===== config.mk =====
export PLATFORM = sky130hd
export DESIGN_NAME = fetch_sequencer
export DESIGN_NICKNAME = d
export VERILOG_FILES = /design/src/rtl/fetch_sequencer_pkg.sv /design/src/rtl/ea_adder.sv /design/src/rtl/fetch_sequencer.sv
export SDC_FILE = /design/constraint.sdc
export NUM_CORES = 1
export LEC_CHECK = 0
export CAP_MARGIN = 20
export CORE_MARGIN = 2
export CORE_UTILIZATION = 40
export DETAILED_ROUTE_END_ITERATION = 6
export HOLD_SLACK_MARGIN = 0.06
export PLACE_DENSITY = 0.68
export SLEW_MARGIN = 20
export SYNTH_ARGS = -nofsm -noshare
export SYNTH_HDL_FRONTEND = slang
export SYNTH_SLANG_ARGS = --single-unit

===== constraint.sdc =====
create_clock -name clk -period 12.7 [get_ports clk]
set_input_delay 3.81 -clock clk [delete_from_list [all_inputs] [get_ports clk]]
set_output_delay 3.81 -clock clk [all_outputs]
set_load 0.005 [all_outputs]

===== src/rtl/fetch_sequencer_pkg.sv =====
`default_nettype none
// +--------------------------------------------------------------------------+
// | fetch_sequencer_pkg                                                      |
// | Addressing-mode codes, FSM state encodings, operand-count tables.        |
// | Rev 1.0                                                                  |
// +--------------------------------------------------------------------------+
package fetch_sequencer_pkg;

    localparam logic [1:0] CC_ALU = 2'b01;

    localparam logic [2:0] AM3_IZX = 3'b000;
    localparam logic [2:0] AM3_ZPG = 3'b001;
    localparam logic [2:0] AM3_IMM = 3'b010;
    localparam logic [2:0] AM3_ABS = 3'b011;
    localparam logic [2:0] AM3_IZY = 3'b100;
    localparam logic [2:0] AM3_ZPX = 3'b101;
    localparam logic [2:0] AM3_ABY = 3'b110;
    localparam logic [2:0] AM3_ABX = 3'b111;

    // Mode field meaning when the cc bits are not 01
    localparam logic [2:0] AM3_ALT_IMM = 3'b000;
    localparam logic [2:0] AM3_ALT_ZPG = 3'b001;
    localparam logic [2:0] AM3_ALT_ABS = 3'b011;
    localparam logic [2:0] AM3_ALT_ZPX = 3'b101;
    localparam logic [2:0] AM3_ALT_ABX = 3'b111;

    localparam logic [2:0] S_FETCH_OP  = 3'd0;
    localparam logic [2:0] S_FETCH_LO  = 3'd1;
    localparam logic [2:0] S_FETCH_HI  = 3'd2;
    localparam logic [2:0] S_PTR_LO    = 3'd3;
    localparam logic [2:0] S_PTR_HI    = 3'd4;
    localparam logic [2:0] S_FIXUP     = 3'd5;
    localparam logic [2:0] S_ISSUE     = 3'd6;
    localparam logic [2:0] S_WAIT_DONE = 3'd7;

    // Operand byte counts, 2 bits per mode, mode 7 in the top slot
    localparam logic [15:0] OPCNT_CC01  = {2'd2, 2'd2, 2'd1, 2'd1, 2'd2, 2'd1, 2'd1, 2'd1};
    localparam logic [15:0] OPCNT_OTHER = {2'd2, 2'd0, 2'd1, 2'd0, 2'd2, 2'd0, 2'd1, 2'd1};

    typedef enum logic [3:0] {
        AM_IMP, AM_IMM, AM_ZPG, AM_ZPX, AM_ABS, AM_ABX, AM_ABY, AM_IZX, AM_IZY
    } am_t;

    function automatic am_t decode_am(input logic [7:0] opcode);
        am_t am;
        am = AM_IMP;
        if (opcode[1:0] == CC_ALU) begin
            case (opcode[4:2])
                AM3_IZX: am = AM_IZX;
                AM3_ZPG: am = AM_ZPG;
                AM3_IMM: am = AM_IMM;
                AM3_ABS: am = AM_ABS;
                AM3_IZY: am = AM_IZY;
                AM3_ZPX: am = AM_ZPX;
                AM3_ABY: am = AM_ABY;
                AM3_ABX: am = AM_ABX;
            endcase
        end else begin
            case (opcode[4:2])
                AM3_ALT_IMM: am = AM_IMM;
                AM3_ALT_ZPG: am = AM_ZPG;
                AM3_ALT_ABS: am = AM_ABS;
                AM3_ALT_ZPX: am = AM_ZPX;
                AM3_ALT_ABX: am = AM_ABX;
                default:     am = AM_IMP;
            endcase
        end
        return am;
    endfunction

    function automatic logic [1:0] operand_count(input logic [7:0] opcode);
        logic [15:0] tbl;
        tbl = (opcode[1:0] == CC_ALU) ? OPCNT_CC01 : OPCNT_OTHER;
        return tbl[{opcode[4:2], 1'b0} +: 2];
    endfunction

endpackage
`default_nettype wire


===== src/rtl/ea_adder.sv =====
`default_nettype none
// +--------------------------------------------------------------------------+
// | ea_adder                                                                 |
// | Base + zero-extended index adder; o_carry flags a low-byte carry-out.    |
// | Rev 1.0                                                                  |
// +--------------------------------------------------------------------------+
module ea_adder #(
    parameter int WIDTH     = 16,
    parameter int IDX_WIDTH = 8
) (
    input  logic [WIDTH-1:0]     i_base,
    input  logic [IDX_WIDTH-1:0] i_index,
    output logic [WIDTH-1:0]     o_sum,
    output logic                 o_carry
);
    logic [IDX_WIDTH:0] w_low;

    assign w_low   = {1'b0, i_base[IDX_WIDTH-1:0]} + {1'b0, i_index};
    assign o_carry = w_low[IDX_WIDTH];
    assign o_sum   = i_base + {{(WIDTH-IDX_WIDTH){1'b0}}, i_index};
endmodule
`default_nettype wire


===== src/rtl/fetch_sequencer.sv =====
`default_nettype none
// +--------------------------------------------------------------------------+
// | fetch_sequencer                                                          |
// | Opcode/operand fetch and effective-address sequencer with 2-clock reads. |
// | Option macro: PAGE_CROSS_PENALTY_EN (extra FIXUP clock on index carry).  |
// | Rev 1.0                                                                  |
// +--------------------------------------------------------------------------+
`ifndef REG_WIDTH
`define REG_WIDTH 8
`endif
`ifndef ADDR_WIDTH
`define ADDR_WIDTH 16
`endif

module fetch_sequencer
    import fetch_sequencer_pkg::*;
#(
    parameter int                    REG_WIDTH  = `REG_WIDTH,
    parameter int                    ADDR_WIDTH = `ADDR_WIDTH,
    parameter logic [ADDR_WIDTH-1:0] RESET_PC   = 16'h8000
) (
    input  logic                  clk,
    input  logic                  reset_n,
    input  logic [REG_WIDTH-1:0]  mem_rdata,
    input  logic [REG_WIDTH-1:0]  x_in,
    input  logic [REG_WIDTH-1:0]  y_in,
    input  logic                  instruction_done,
    output logic [ADDR_WIDTH-1:0] mem_addr,
    output logic                  mem_rd,
    output logic [REG_WIDTH-1:0]  instruction,
    output logic [REG_WIDTH-1:0]  operand,
    output logic [ADDR_WIDTH-1:0] addr,
    output logic                  instruction_ready,
    output logic [ADDR_WIDTH-1:0] pc
);
    // Absolute addresses are {hi,lo}, so ADDR_WIDTH is expected to be 2*REG_WIDTH
    localparam int C_ZP_PAD = ADDR_WIDTH - REG_WIDTH;

    logic [2:0]            r_state, w_state_nxt;
    logic                  r_phase, w_phase_nxt;
    logic [ADDR_WIDTH-1:0] r_pc, r_mem_addr, r_imm_addr, r_addr;
    logic [ADDR_WIDTH-1:0] w_rd_addr, w_ea, w_idx_sum, w_idx_base;
    logic [REG_WIDTH-1:0]  r_instruction, r_operand, r_lo, r_hi, r_plo, r_phi;
    logic [REG_WIDTH-1:0]  w_index, w_zpx, w_zp, w_zp_inc;
    logic                  r_mem_rd, r_ready;
    logic                  w_read_state, w_launch, w_capture;
    logic                  w_carry, w_fixup, w_indirect, w_indexed;
    logic [1:0]            w_opcnt, w_new_opcnt;
    am_t                   w_am;

    assign w_am        = decode_am(r_instruction);
    assign w_opcnt     = operand_count(r_instruction);
    assign w_new_opcnt = operand_count(mem_rdata);
    assign w_indirect  = (w_am == AM_IZX) || (w_am == AM_IZY);
    assign w_indexed   = (w_am == AM_ABX) || (w_am == AM_ABY) || (w_am == AM_IZY);
    assign w_index     = ((w_am == AM_ABY) || (w_am == AM_IZY)) ? y_in : x_in;
    assign w_idx_base  = (w_am == AM_IZY) ? {r_phi, r_plo} : {r_hi, r_lo};
    assign w_zpx       = r_lo + x_in;
    assign w_zp        = (w_am == AM_IZX) ? w_zpx : r_lo;
    assign w_zp_inc    = w_zp + 1'b1;

    ea_adder #(
        .WIDTH     (ADDR_WIDTH),
        .IDX_WIDTH (REG_WIDTH)
    ) u_ea_adder (
        .i_base  (w_idx_base),
        .i_index (w_index),
        .o_sum   (w_idx_sum),
        .o_carry (w_carry)
    );

    // The carry depends only on the low base byte, already held at the final capture
`ifdef PAGE_CROSS_PENALTY_EN
    assign w_fixup = w_carry & w_indexed;
`else
    logic w_unused_carry;
    assign w_unused_carry = w_carry & w_indexed;
    assign w_fixup        = 1'b0;
`endif

    always_ff @(posedge clk or negedge reset_n) begin
        if (!reset_n) begin
            r_state <= S_FETCH_OP;
            r_phase <= 1'b0;
        end else begin
            r_state <= w_state_nxt;
            r_phase <= w_phase_nxt;
        end
    end

    always_comb begin
        w_state_nxt = r_state;
        w_phase_nxt = 1'b0;
        case (r_state)
            S_FETCH_OP:  if (!r_phase) w_phase_nxt = 1'b1;
                         else w_state_nxt = (w_new_opcnt == 2'd0) ? S_ISSUE : S_FETCH_LO;
            S_FETCH_LO:  if (!r_phase) w_phase_nxt = 1'b1;
                         else if (w_opcnt == 2'd2) w_state_nxt = S_FETCH_HI;
                         else if (w_indirect) w_state_nxt = S_PTR_LO;
                         else w_state_nxt = S_ISSUE;
            S_FETCH_HI:  if (!r_phase) w_phase_nxt = 1'b1;
                         else w_state_nxt = w_fixup ? S_FIXUP : S_ISSUE;
            S_PTR_LO:    if (!r_phase) w_phase_nxt = 1'b1;
                         else w_state_nxt = S_PTR_HI;
            S_PTR_HI:    if (!r_phase) w_phase_nxt = 1'b1;
                         else w_state_nxt = w_fixup ? S_FIXUP : S_ISSUE;
            S_FIXUP:     w_state_nxt = S_ISSUE;
            S_ISSUE:     w_state_nxt = S_WAIT_DONE;
            S_WAIT_DONE: if (instruction_done) w_state_nxt = S_FETCH_OP;
            default:     w_state_nxt = S_FETCH_OP;
        endcase
    end

    always_comb begin
        w_read_state = 1'b0;
        w_rd_addr    = r_pc;
        case (r_state)
            S_FETCH_OP, S_FETCH_LO, S_FETCH_HI: w_read_state = 1'b1;
            S_PTR_LO: begin
                w_read_state = 1'b1;
                w_rd_addr    = {{C_ZP_PAD{1'b0}}, w_zp};
            end
            S_PTR_HI: begin
                w_read_state = 1'b1;
                w_rd_addr    = {{C_ZP_PAD{1'b0}}, w_zp_inc};
            end
            default: ;
        endcase
    end

    assign w_launch  = w_read_state & ~r_phase;
    assign w_capture = w_read_state & r_phase;

    always_comb begin
        w_ea = '0;
        case (w_am)
            AM_IMM:                 w_ea = r_imm_addr;
            AM_ZPG:                 w_ea = {{C_ZP_PAD{1'b0}}, r_lo};
            AM_ZPX:                 w_ea = {{C_ZP_PAD{1'b0}}, w_zpx};
            AM_ABS:                 w_ea = {r_hi, r_lo};
            AM_IZX:                 w_ea = {r_phi, r_plo};
            AM_ABX, AM_ABY, AM_IZY: w_ea = w_idx_sum;
            default:                w_ea = '0;
        endcase
    end

    always_ff @(posedge clk or negedge reset_n) begin
        if (!reset_n) begin
            r_pc          <= RESET_PC;
            r_mem_addr    <= '0;
            r_mem_rd      <= 1'b0;
            r_instruction <= '0;
            r_operand     <= '0;
            r_addr        <= '0;
            r_ready       <= 1'b0;
            r_imm_addr    <= '0;
            r_lo          <= '0;
            r_hi          <= '0;
            r_plo         <= '0;
            r_phi         <= '0;
        end else begin
            r_mem_rd <= w_launch;
            if (w_launch)
                r_mem_addr <= w_rd_addr;
            if (w_capture) begin
                case (r_state)
                    S_FETCH_OP: begin
                        r_instruction <= mem_rdata;
                        r_operand     <= '0;
                    end
                    S_FETCH_LO: begin
                        r_lo       <= mem_rdata;
                        r_operand  <= mem_rdata;
                        r_imm_addr <= r_pc;
                    end
                    S_FETCH_HI: r_hi  <= mem_rdata;
                    S_PTR_LO:   r_plo <= mem_rdata;
                    S_PTR_HI:   r_phi <= mem_rdata;
                    default: ;
                endcase
                if ((r_state != S_PTR_LO) && (r_state != S_PTR_HI))
                    r_pc <= r_pc + 1'b1;
            end
            if (r_state == S_ISSUE) begin
                r_addr  <= w_ea;
                r_ready <= 1'b1;
            end else if ((r_state == S_WAIT_DONE) && instruction_done) begin
                r_ready <= 1'b0;
            end
        end
    end

    assign mem_addr          = r_mem_addr;
    assign mem_rd            = r_mem_rd;
    assign instruction       = r_instruction;
    assign operand           = r_operand;
    assign addr              = r_addr;
    assign instruction_ready = r_ready;
    assign pc                = r_pc;

endmodule
`default_nettype wire


After elaboration in Yosys (flattened, before gate mapping)
Memories as Yosys holds them, arrays and structs flattened.
Cells that the tools add are included.
- register bits after elaboration: 118
- bits in read-only memories: 32
- output and inout port bits: 66
- word-level logic and storage cells: 97
- memories: 1
- $add $sub $neg: 4
- equality and inequality tests: 29
- shifts and indexed selects: 2
- muxes and demuxes: 24
- bitwise logic cells: 3
- reduce and logical (&&, ||, !) cells: 20
- memories (name ; depth ; bits a word ; read ports ; clocked after memory_dff ; write ports ; line ; text):
    (no name shown) ; 8 ; 4 ; 1 ; 0 ; 0 ; fetch_sequencer_pkg.sv:48 ; case (opcode[4:2])
- operators by type and width (cell ; number):
    16-bit one-hot mux with 6 select lines ; 1
    16-bit one-hot mux with 2 select lines ; 1
    16-bit by 5-bit indexed part select with 2-bit output ; 2
    14-bit two-way mux ; 2
    3-bit two-way mux ; 8
    3-bit one-hot mux with 7 select lines ; 1
    3-bit == test (second input constant) ; 6
    16-bit by 1-bit adder with 16-bit output (second input constant) ; 1
    16-bit by 8-bit adder with 16-bit output ; 1
    4-bit by 3-bit == test with 1-bit output (second input constant) ; 4
    16-bit two-way mux ; 1
    8-bit two-way mux ; 2
    8-bit one-hot mux with 2 select lines ; 1
    3-bit one-hot mux with 5 select lines ; 1
    2-bit AND reduction ; 7
    3-bit by 2-bit == test with 1-bit output (second input constant) ; 3
    8-bit by 1-bit adder with 8-bit output (second input constant) ; 1
    8-bit adder ; 1
    4-bit by 2-bit == test with 1-bit output (second input constant) ; 2
    2-bit != test (second input constant) ; 4
    3-bit by 1-bit == test with 1-bit output (second input constant) ; 2
    3-bit logical NOT ; 2
    1-bit two-way mux ; 5
    5-bit AND reduction ; 1
    17 further kinds ; 22

Depth between registers and ports, before layout
Gate-level depths: netlist (run 1).
- word-level depth: 9
- mapped depth: 20
- depth with buffers taken out: 18

Modules after synthesis
From an unflattened synthesis (run 1), not the netlist that was laid out.
- cells, all modules: 676
- area, all modules: 6769.0 sq um
- by module, submodules not included (module ; instances ; cells an instance ; area each (sq um) ; seq. area each (sq um)):
    fetch_sequencer ; 1 ; 602 ; 6212.2 ; 2929.1
    ea_adder ; 1 ; 74 ; 556.8 ; 0.0

Worst setup path before layout (run 1)
No wires, ideal clock.
- kind: in2reg
- start: in x_in[0]
- end: reg r_mem_addr[6], in the netlist mem_addr[6]
- setup time: 0.138 ns
- arrival time: 5.798 ns
- required time: 12.562 ns
- setup slack: 6.764 ns
- stages: 10
- path buffers: 0
- cells stage by stage: ha_1 fa_1 a211oi_1 nor2_1 xor2_1 nand4_1 and2_1 nor4_2 mux2i_1 o211ai_1
- cells in the longest elaborated chain, start to end: 4
- ends and longest elaborated chain (what ; line ; text):
    start, declared ; fetch_sequencer.sv:25 ; input logic [REG_WIDTH-1:0] x_in,
    8-bit adder * ; fetch_sequencer.sv:58 ; assign w_zpx = r_lo + x_in;
    8-bit two-way mux * ; fetch_sequencer.sv:59 ; assign w_zp = (w_am == AM_IZX) ? w_zpx : r_lo;
    8-bit by 1-bit adder with 8-bit output ; fetch_sequencer.sv:60 ; assign w_zp_inc = w_zp + 1'b1;
    16-bit one-hot mux with 2 select lines * ; fetch_sequencer.sv:117 ; case (r_state)
    end signal, assigned ; fetch_sequencer.sv:164 ; r_mem_addr <= w_rd_addr;
    end, declared ; fetch_sequencer.sv:41 ; logic [ADDR_WIDTH-1:0] r_pc, r_mem_addr, r_imm_addr, r_addr;
Mark *: on every way between the ends. The rest lies on a longest branch, timed or not.
A chain may end at the register's enable or synchronous reset.

Worst setup path in the final report (run 1)
- start: in x_in[3]
- end: reg r_mem_addr[7], in the netlist mem_addr[7]
Same word-level chain as after synthesis.

==> impl_metrics.py, run 1 <==
metrics = {
    "run_status": {
        "status": "complete, no violations",
    },
    "yosys": {
        "synth_edf_count": 0,
        "ys_ff_latch": 117,
        "yosysTopAreaCell": "dfrtp_1",
        "synthTopCellsByArea": "dfrtp_1 44%, mux2_2 11%, nand2_1 4.9%, ha_1 4.2%, xnor2_1 4.0%",
        "synth_area_per_cell_um2": 10.3,
        "synth_area_um2": 6630,
        "synth_warnings": 0,
        "synth.distinct_cells": 59,
        "seq_area_frac_synth_pct": 44.2,
        "synth.top_cell.area_share_pct": 43.8,
        "ys.flop_type": "dfrtp_1",
        "async_flop_share_pct": 100,
        "synth_cells": 641,
        "synth_nets": 692,
    },
    "timing": {
        "finalSetupTns_ns": 0,
        "post-route-period-util_pct": 50.6,
        "tightest_slew_ns": 1.13,
        "min_period_ns": 6.42,
        "hold_viol": 0,
        "slew_viol_final": 0,
        "setup_ws_ns": 6.28,
        "setup_violations": 0,
        "max_freq_mhz": 156,
        "worst_clock_skew_ns": 0.00743,
        "timing.slew.headroom_pct": 24.1,
        "rsz0062_at_grt": "no",
    },
    "route": {
        "drt_wl_total_um": 19500,
        "drtIter0Drc": 537,
        "post-route-drc-count": 0,
        "dr.pass1.iters": 6,
        "antenna_left": 0,
        "dr_total_vias": 5624,
        "routed_via_density": 5.86,
        "drt-wirelength-per-cell_um": 20.4,
    },
    "floorplan": {
        "die_h_um": 133,
        "boundaryPins": 93,
        "start_util_pct": 40.4,
        "fp.dieW_um": 133,
        "fp.coreArea_um2": 16400,
        "num_rows": 47,
        "fp.dieArea_um2": 17600,
    },
    "clock_tree": {
        "clock_path_buffers": 2,
        "clock-root-buffer": "clkbuf_16",
        "hold_buffers": 0,
        "htree_levels": 4,
        "cts_tree": "done",
        "ctsResizeCount": 0,
        "clk_pin_slew_worst_paths_ns": 0.06,
        "clock-sinks": 117,
        "numCtsBuffers": 17,
        "clkLatencyLatePin_ns": 0.42,
        "post-cts-setup-buffers": 0,
    },
    "critical_path": {
        "cpMostUsedCell": "a221o_1",
        "r2r_slack_ns": 7.85,
        "critPathMaxFanout": 5,
        "r2r-start": "instruction[3]",
        "ff2ff_path_depth": 16,
        "cp_cell_sequence": "clkdlybuf4s50_1, ha_1, and3_1, a221o_1, o41ai_1, xor2_1, nor2_1, a221o_1, mux2i_1, o21ai_1",
        "cp.arrival_ns": 6.72,
        "critPathMaxStageDelay_ns": 0.45,
        "cp.required_ns": 13.00,
        "crit_type": "in2reg",
        "r2r-end": "addr[15]",
        "cp_slowest_cell": "clkdlybuf4s50_1",
        "critPathCaptureType": "flip-flop",
        "crit_family": "compound AO/OA/AOI/OAI gates",
        "worst-path-buf-inv": 1,
        "start_kind": "primary input",
    },
    "layout": {
        "mostFrequentLayoutCells": "116 x dfrtp_1, 91 x clkdlybuf4s50_1, 86 x nand2_1",
        "drive_gt1_share_pct": 15.1,
        "fin_nets": 778,
        "final_common_cell": "dfrtp_1",
        "area_delta_synth_final_pct": 24.9,
        "fin_cells": 960,
        "diodes": 0,
    },
    "hold_path": {
        "min_from": "addr[5]",
        "hold_depth": 1,
        "min_to": "addr[5]",
        "hp-class": "reg2reg",
    },
    "global_routing": {
        "grt_pass1_wl_um": 30800,
        "antenna_found_initial": 0,
        "overflow": 0,
        "grt_max_degree": 71,
        "grt_pass1_vias": 5564,
        "grt.total_usage_pct": 22.6,
    },
    "place": {
        "port_buffers": 92,
        "placed_cells": 928,
        "hpwlAfterDp_um": 14000,
        "pre_cts_slack_ns": 5.89,
        "gp_congestion": 0.957,
    },
    "job": {
        "max-cap-violations": 0,
    },
    "power": {
        "p_per_area_nw_per_um2": 242,
        "p_leak_nw": 3.57,
        "ir_drop_v": 0.000104,
        "power_w": 0.00201,
    },
}
## cell type report
cell class / instances / area [µm²]
clock buffer: 20 / 457
clock inverter: 12 / 81.3
tap: 220 / 275
sequential: 117 / 2930
multi-input combinational: 484 / 3540
timing repair buffer: 97 / 960
fill: 1465 / 8130
inverter: 10 / 37.5
## worst max-delay path by stage
stage	slack [ns]	endpoint	cells past startpoint	startpoint
3_3_place_gp	5.95	mem_addr[7]	10	x_in[4]
2_1_floorplan	6.76	mem_addr[6]	10	x_in[0]
6_report	6.28	mem_addr[7]	10	x_in[3]
3_5_place_dp	5.89	mem_addr[7]	10	x_in[4]
4_1_cts	6.32	mem_addr[7]	10	x_in[3]
5_1_grt	6.01	addr[15]	11	x_in[1]
## per-stage QoR
| step | util [%] | hold slack [ns] | instance area (µm²) |
|---|---|---|---|
| after global routing | 50.5 | 0.503 | 8280 |
| after detailed placement | 47.2 | 0.470 | 7740 |
| after floorplan | - | 0.469 | 6630 |
| after CTS | 50.4 | 0.479 | 8270 |
| after global placement | 47.1 | 0.464 | 7720 |
| final | 50.5 | 0.475 | 8280 |
## synthesized netlist by cell type, drive strengths merged, types with 3 or more instances
master / number
a211oi: 5
a21o: 10
a21oi: 21
a221o: 3
a221oi: 4
a222oi: 11
a22o: 16
a22oi: 14
a31oi: 5
and2: 4
and3: 7
buf: 15
clkbuf: 15
dfrtp: 116
ha: 22
inv: 10
mux2: 63
mux2i: 14
nand2: 86
nand2b: 3
nand3: 13
nand4: 10
nor2: 37
nor2b: 4
nor3: 11
nor4: 5
o211a: 3
o211ai: 4
o21ai: 29
o221ai: 8
or2: 5
xnor2: 30
xor2: 15
## cells by family (layout without fill, tap and decap cells)
kind of cell    Yosys count  in the layout  synth area share [%]
xor+xnor                 45             45                  5.95
compound gates          148            148                  16.2
fa+ha+maj                24             24                  4.76
simple gates            190            190                  13.6
flops                   117            117                  44.2
buf+inv                  40            139                  2.49
mux                      77             77                  12.8
## worst reg2reg max path: cells and delay by family, from the launching register on
kind	cells	cell delay [ns]
XOR/XNOR	1	0.18
AND/OR/NAND/NOR	6	1.78
flip-flops	1	0.49
buffers and inverters	1	0.15
adder cells (fa/ha/maj)	2	0.58
AO/OA/AOI/OAI	6	1.50
## sequential cells by signal (all words and copies together), names as in the netlist
signal	cells
r_state	3
addr	16
pc	16
r_plo	8
r_hi	8
instruction_ready	1
r_imm_addr	16
r_lo	8
instruction	8
r_phi	8
mem_rd	1
mem_addr	16
operand	8
## metal layers
layer | global-route usage, % | up-vias | wire length, µm
met2 | 35.6 | 251 | 9250
met1 | 29.6 | 2793 | 8380
met4 | 11.2 | 0 | 650
met3 | 4.87 | 50 | 1260
met5 | 0 | - | 0
li1 | - | 2530 | -
## power breakdown
part | switching [W] | total [W] | internal, W
sequential | 0.000144 | 0.000629 | 0.000485
combinational | 0.000527 | 0.000946 | 0.000418
clock | 0.000175 | 0.000433 | 0.000258
total | 0.000846 | 0.00201 | 0.00116
Note: power is estimated with default switching activity, not from simulation.
==> inputs of run 2 (changes only) <==
Clock period 12.7 ns to 6.5 ns, I/O delays scaled along.
==> impl_metrics.py, run 2 (synthesized netlist as in run 1, its figures left out) <==
metrics = {
    "layout": {
        "finish.instance_area_um2": 8380,
        "mostFrequentLayoutCells": "116 x dfrtp_1, 91 x clkdlybuf4s50_1, 86 x nand2_1",
        "fin_nets": 779,
        "diodes": 0,
        "n_fill_cell": 1446,
        "area_delta_synth_final_pct": 26.3,
        "drive_gt1_share_pct": 15.0,
        "final_common_cell": "dfrtp_1",
    },
    "floorplan": {
        "fp.coreArea_um2": 16400,
        "fp.dieArea_um2": 17600,
        "die_h_um": 133,
        "boundaryPins": 93,
        "start_util_pct": 40.4,
        "num_rows": 47,
        "fp.dieW_um": 133,
    },
    "job": {
        "max-cap-violations": 0,
    },
    "critical_path": {
        "cp_slowest_cell": "nand2_1",
        "cp.arrival_ns": 5.13,
        "start_kind": "flip-flop",
        "critPathCaptureType": "flip-flop",
        "worst-path-buf-inv": 1,
        "cpMostUsedCell": "nand2_1",
        "crit_type": "reg2reg",
        "cp.required_ns": 6.76,
        "cp_cell_sequence": "inv_1, ha_1, a211oi_1, or2_1, nand2_1, nand2_1, nand2_1, ha_1, a211oi_1, o21ai_0, nand2_1, a21oi_1, o21ai_0, nor3_1, xor2_1, o221ai_1",
        "crit_family": "simple AND/OR/NAND/NOR gates",
        "critPathMaxFanout": 16,
        "critPathMaxStageDelay_ns": 0.61,
    },
    "global_routing": {
        "antenna_found_initial": 0,
        "grt_pass1_wl_um": 31000,
        "grt.total_usage_pct": 22.9,
        "overflow": 0,
        "grt_pass1_vias": 5561,
        "grt_max_degree": 72,
    },
    "clock_tree": {
        "ctsResizeCount": 0,
        "htree_levels": 4,
        "clk_pin_slew_worst_paths_ns": 0.05,
        "numCtsBuffers": 17,
        "hold_buffers": 0,
        "cts_tree": "done",
        "clock-sinks": 117,
        "clkLatencyLatePin_ns": 0.42,
        "post-cts-setup-buffers": 0,
        "clock_path_buffers": 2,
        "clock-root-buffer": "clkbuf_16",
    },
    "timing": {
        "finalSetupTns_ns": 0,
        "timing.slew.headroom_pct": 26.5,
        "rsz0062_at_grt": "no",
        "setup_ws_ns": 1.63,
        "slew_viol_final": 0,
        "worst_clock_skew_ns": 0.00613,
        "hold_viol": 0,
        "setup_violations": 0,
        "fin_hold_ws_ns": 0.476,
        "max_freq_mhz": 205,
        "min_period_ns": 4.87,
        "tightest_slew_ns": 1.10,
        "post-route-period-util_pct": 75.0,
    },
    "place": {
        "place_area_um2": 7740,
        "gp_congestion": 0.955,
        "pre_cts_slack_ns": 1.59,
        "hpwlAfterDp_um": 14000,
        "port_buffers": 92,
    },
    "power": {
        "power_w": 0.00408,
        "ir_drop_v": 0.000252,
        "p_leak_nw": 3.62,
        "p_per_area_nw_per_um2": 488,
    },
    "route": {
        "drtIter0Drc": 611,
        "antenna_left": 0,
        "drt-wirelength-per-cell_um": 20.5,
        "routed_via_density": 5.83,
        "drt_wl_total_um": 19700,
        "post-route-drc-count": 0,
        "dr_total_vias": 5599,
        "dr.pass1.iters": 6,
    },
    "hold_path": {
        "hp-class": "reg2reg",
    },
    "run_status": {
        "status": "complete, no violations",
    },
}
[run 2: power by group]
group | internal, W | switching [W]
Combinational | 0.000821 | 0.00103
Sequential | 0.000947 | 0.000286
Clock | 0.000663 | 0.000341
[run 2: metrics by stage]
| step | instances | utilization (%) |
|---|---|---|
| final | 961 | 51.0 |
| after global routing | 961 | 51.0 |
| after CTS | 960 | 51.0 |
| after detailed placement | 928 | 47.2 |
| after global placement | 927 | 47.1 |
| after floorplan | 641 | - |
[run 2: worst paths after layout]
kind                                startpoint             end  slack (ns)  cells after the start
max in group asynchronous              reset_n  instruction[6]        3.66                      2
worst min register to register         addr[1]         addr[1]        0.48                      2
worst min-delay path                   addr[1]         addr[1]        0.48                      2
worst max register to register  instruction[3]        addr[15]        1.63                     16
worst max-delay path            instruction[3]        addr[15]        1.63                     16
min in group asynchronous              reset_n        r_phi[6]        1.67                      1
[run 2: final cells by class]
type                       instances  area (µm²)  area share (%)
sequential                       117        2930            35.0
multi-input combinational        484        3530            42.2
inverter                          10        37.5           0.448
timing repair buffer              98         965            11.5
clock inverter                    11         174            2.08
clock buffer                      21         460            5.50
tap                              220         275            3.29
[run 2: per-layer routing]
metal	up-vias	wire length, µm	track usage (%)	part of all wire [%]
li1	2549	-	-	-
met1	2753	8490	30.8	43
met2	249	9300	34.9	47
met3	48	1230	4.48	6.2
met4	0	695	12.2	3.5
met5	-	0	0	0
[run 2: worst register-to-register path: stages (launching register included)]
cell and delay (ns):
dfrtp_1 0.51, inv_1 0.15, ha_1 0.24, a211oi_1 0.33
or2_1 0.50, nand2_1 0.61, nand2_1 0.22, nand2_1 0.13
ha_1 0.32, a211oi_1 0.09, o21ai_0 0.29, nand2_1 0.12
a21oi_1 0.48, o21ai_0 0.17, nor3_1 0.22, xor2_1 0.17
o221ai_1 0.15
==> inputs of run 3 (changes only) <==
Settings changed: PLACE_DENSITY 0.68 to 0.7.
Clock period 6.5 ns to 4.2 ns, I/O delays scaled along.
==> impl_metrics.py, run 3 (synthesized netlist as in run 1, its figures left out) <==
metrics = {
    "layout": {
        "fin_nets": 798,
        "fin_util_pct": 52.0,
        "final_common_cell": "dfrtp_1",
        "area_delta_synth_final_pct": 28.7,
        "diodes": 0,
        "n_fill_cell": 1437,
        "finish.instance_area_um2": 8530,
        "mostFrequentLayoutCells": "116 x dfrtp_1, 91 x clkdlybuf4s50_1, 86 x nand2_1",
        "drive_gt1_share_pct": 18.2,
    },
    "timing": {
        "setup_violations": 0,
        "hold_viol": 0,
        "worst_clock_skew_ns": 0.00967,
        "tightest_slew_ns": 1.06,
        "min_period_ns": 4.01,
        "slew_viol_final": 0,
        "post-route-period-util_pct": 95.4,
        "timing.slew.headroom_pct": 28.7,
        "fin_hold_ws_ns": 0.477,
        "max_freq_mhz": 250,
    },
    "floorplan": {
        "fp.dieArea_um2": 17600,
        "die_h_um": 133,
        "fp.dieW_um": 133,
        "boundaryPins": 93,
        "num_rows": 47,
        "fp.coreArea_um2": 16400,
        "start_util_pct": 40.4,
    },
    "critical_path": {
        "critPathCaptureType": "flip-flop",
        "start_kind": "flip-flop",
        "crit_end": "addr[15]",
        "startpoint": "instruction[3]",
        "r2r-start": "instruction[3]",
        "cp.required_ns": 4.46,
        "crit_type": "reg2reg",
        "cp.arrival_ns": 4.26,
        "r2r-end": "addr[15]",
        "ff2ff_path_depth": 19,
        "critPathMaxFanout": 6,
        "r2r_slack_ns": 0.19,
    },
    "place": {
        "gp_congestion": 0.920,
        "hpwlAfterDp_um": 14100,
        "port_buffers": 92,
        "place_area_um2": 7870,
    },
    "power": {
        "cell_internal_pwr_w": 0.00382,
        "p_per_area_nw_per_um2": 753,
        "p_leak_nw": 3.70,
        "switching_share_pct": 40.4,
        "seqPwrFrac_pct": 29.5,
        "pwr-share-comb_pct": 47.1,
        "p_switching_w": 0.00259,
        "ir_drop_v": 0.000418,
        "clkPwrFrac_pct": 23.4,
        "power_w": 0.00642,
    },
    "global_routing": {
        "grt_max_degree": 54,
        "grt_pass1_wl_um": 30700,
        "overflow": 0,
        "grt_pass1_vias": 5551,
        "grt.total_usage_pct": 22.6,
        "antenna_found_initial": 0,
    },
    "clock_tree": {
        "clkLatencyLatePin_ns": 0.42,
        "clock-sinks": 117,
        "hold_buffers": 0,
        "cts_tree": "done",
        "clock_path_buffers": 2,
        "numCtsBuffers": 17,
        "htree_levels": 4,
        "clock-root-buffer": "clkbuf_16",
        "clk_pin_slew_worst_paths_ns": 0.06,
    },
    "route": {
        "routed_via_density": 5.67,
        "antenna_left": 0,
        "dr.pass1.iters": 5,
        "post-route-drc-count": 0,
        "drtIter0Drc": 501,
        "drt-wirelength-per-cell_um": 19.7,
        "dr_total_vias": 5559,
        "drt_wl_total_um": 19300,
    },
    "hold_path": {
        "hp-class": "reg2reg",
    },
    "run_status": {
        "status": "complete, no violations",
    },
    "job": {
        "max-cap-violations": 0,
    },
}
[run 3: worst min path at each step]
stage | slack [ns] | to | cells after the start | from
detailed placement | 0.47 | addr[6] | 1 | addr[6]
finish | 0.48 | addr[6] | 1 | addr[6]
floorplan | 0.47 | instruction_ready | 2 | instruction_ready
global route | 0.50 | addr[6] | 1 | addr[6]
global placement | 0.46 | addr[5] | 1 | addr[5]
CTS | 0.48 | addr[6] | 1 | addr[6]
[run 3: area by class of cell]
cell class,instances,area [µm²],area share (%)
Inverter,10,37.5,0.440
Multi-Input combinational cell,484,3560,41.7
Timing Repair Buffer,117,1120,13.1
Tap cell,220,275,3.23
Clock buffer,21,460,5.40
Clock inverter,11,150,1.76
Sequential cell,117,2930,34.3
[run 3: critical path, stage by stage (launching register included)]
cell      delay, ns
dfrtp_1        0.40
inv_2          0.10
ha_1           0.23
inv_1          0.07
a311oi_2       0.32
or2_1          0.20
nor2_1         0.06
o21a_2         0.25
buf_4          0.17
mux2_2         0.27
ha_1           0.32
o21ai_0        0.13
o21ai_1        0.22
nand2_1        0.12
a21oi_1        0.15
buf_4          0.16
o21ai_0        0.09
nor3_1         0.28
xor2_1         0.16
o221ai_1       0.14
[run 3: power by group through the flow]
stage          clock network (W)  registers, W  logic, W
4_1_cts                  0.00152       0.00188   0.00294
5_1_grt                  0.00157       0.00194   0.00330
2_1_floorplan                  0       0.00174   0.00199
3_3_place_gp                   0       0.00188   0.00285
3_5_place_dp                   0       0.00189   0.00292
6_report                 0.00150       0.00189   0.00302
[run 3: per-stage QoR]
step | setup slack (ns) | std cells | TNS (ns)
4_1_cts | 0.104 | 976 | 0
6_report | 0.194 | 980 | 0
3_3_place_gp | 0.106 | 944 | 0
3_5_place_dp | 0.107 | 944 | 0
2_1_floorplan | 0.179 | 641 | 0
5_1_grt | -0.00799 | 980 | -0.00799
[run 3: layer usage]
metal | global-route usage (%) | part of all wire (%)
met1 | 29.6 | 44
met2 | 37.1 | 49
met3 | 5.56 | 5.5
met4 | 6.57 | 1.8
met5 | 0 | 0
[run 3: timing repair]
item,4_1_cts,5_1_grt
resized for setup,0,8
endpoints found under the setup margin,0,9
endpoints found under the hold margin,0,0
buffers inserted,0,3
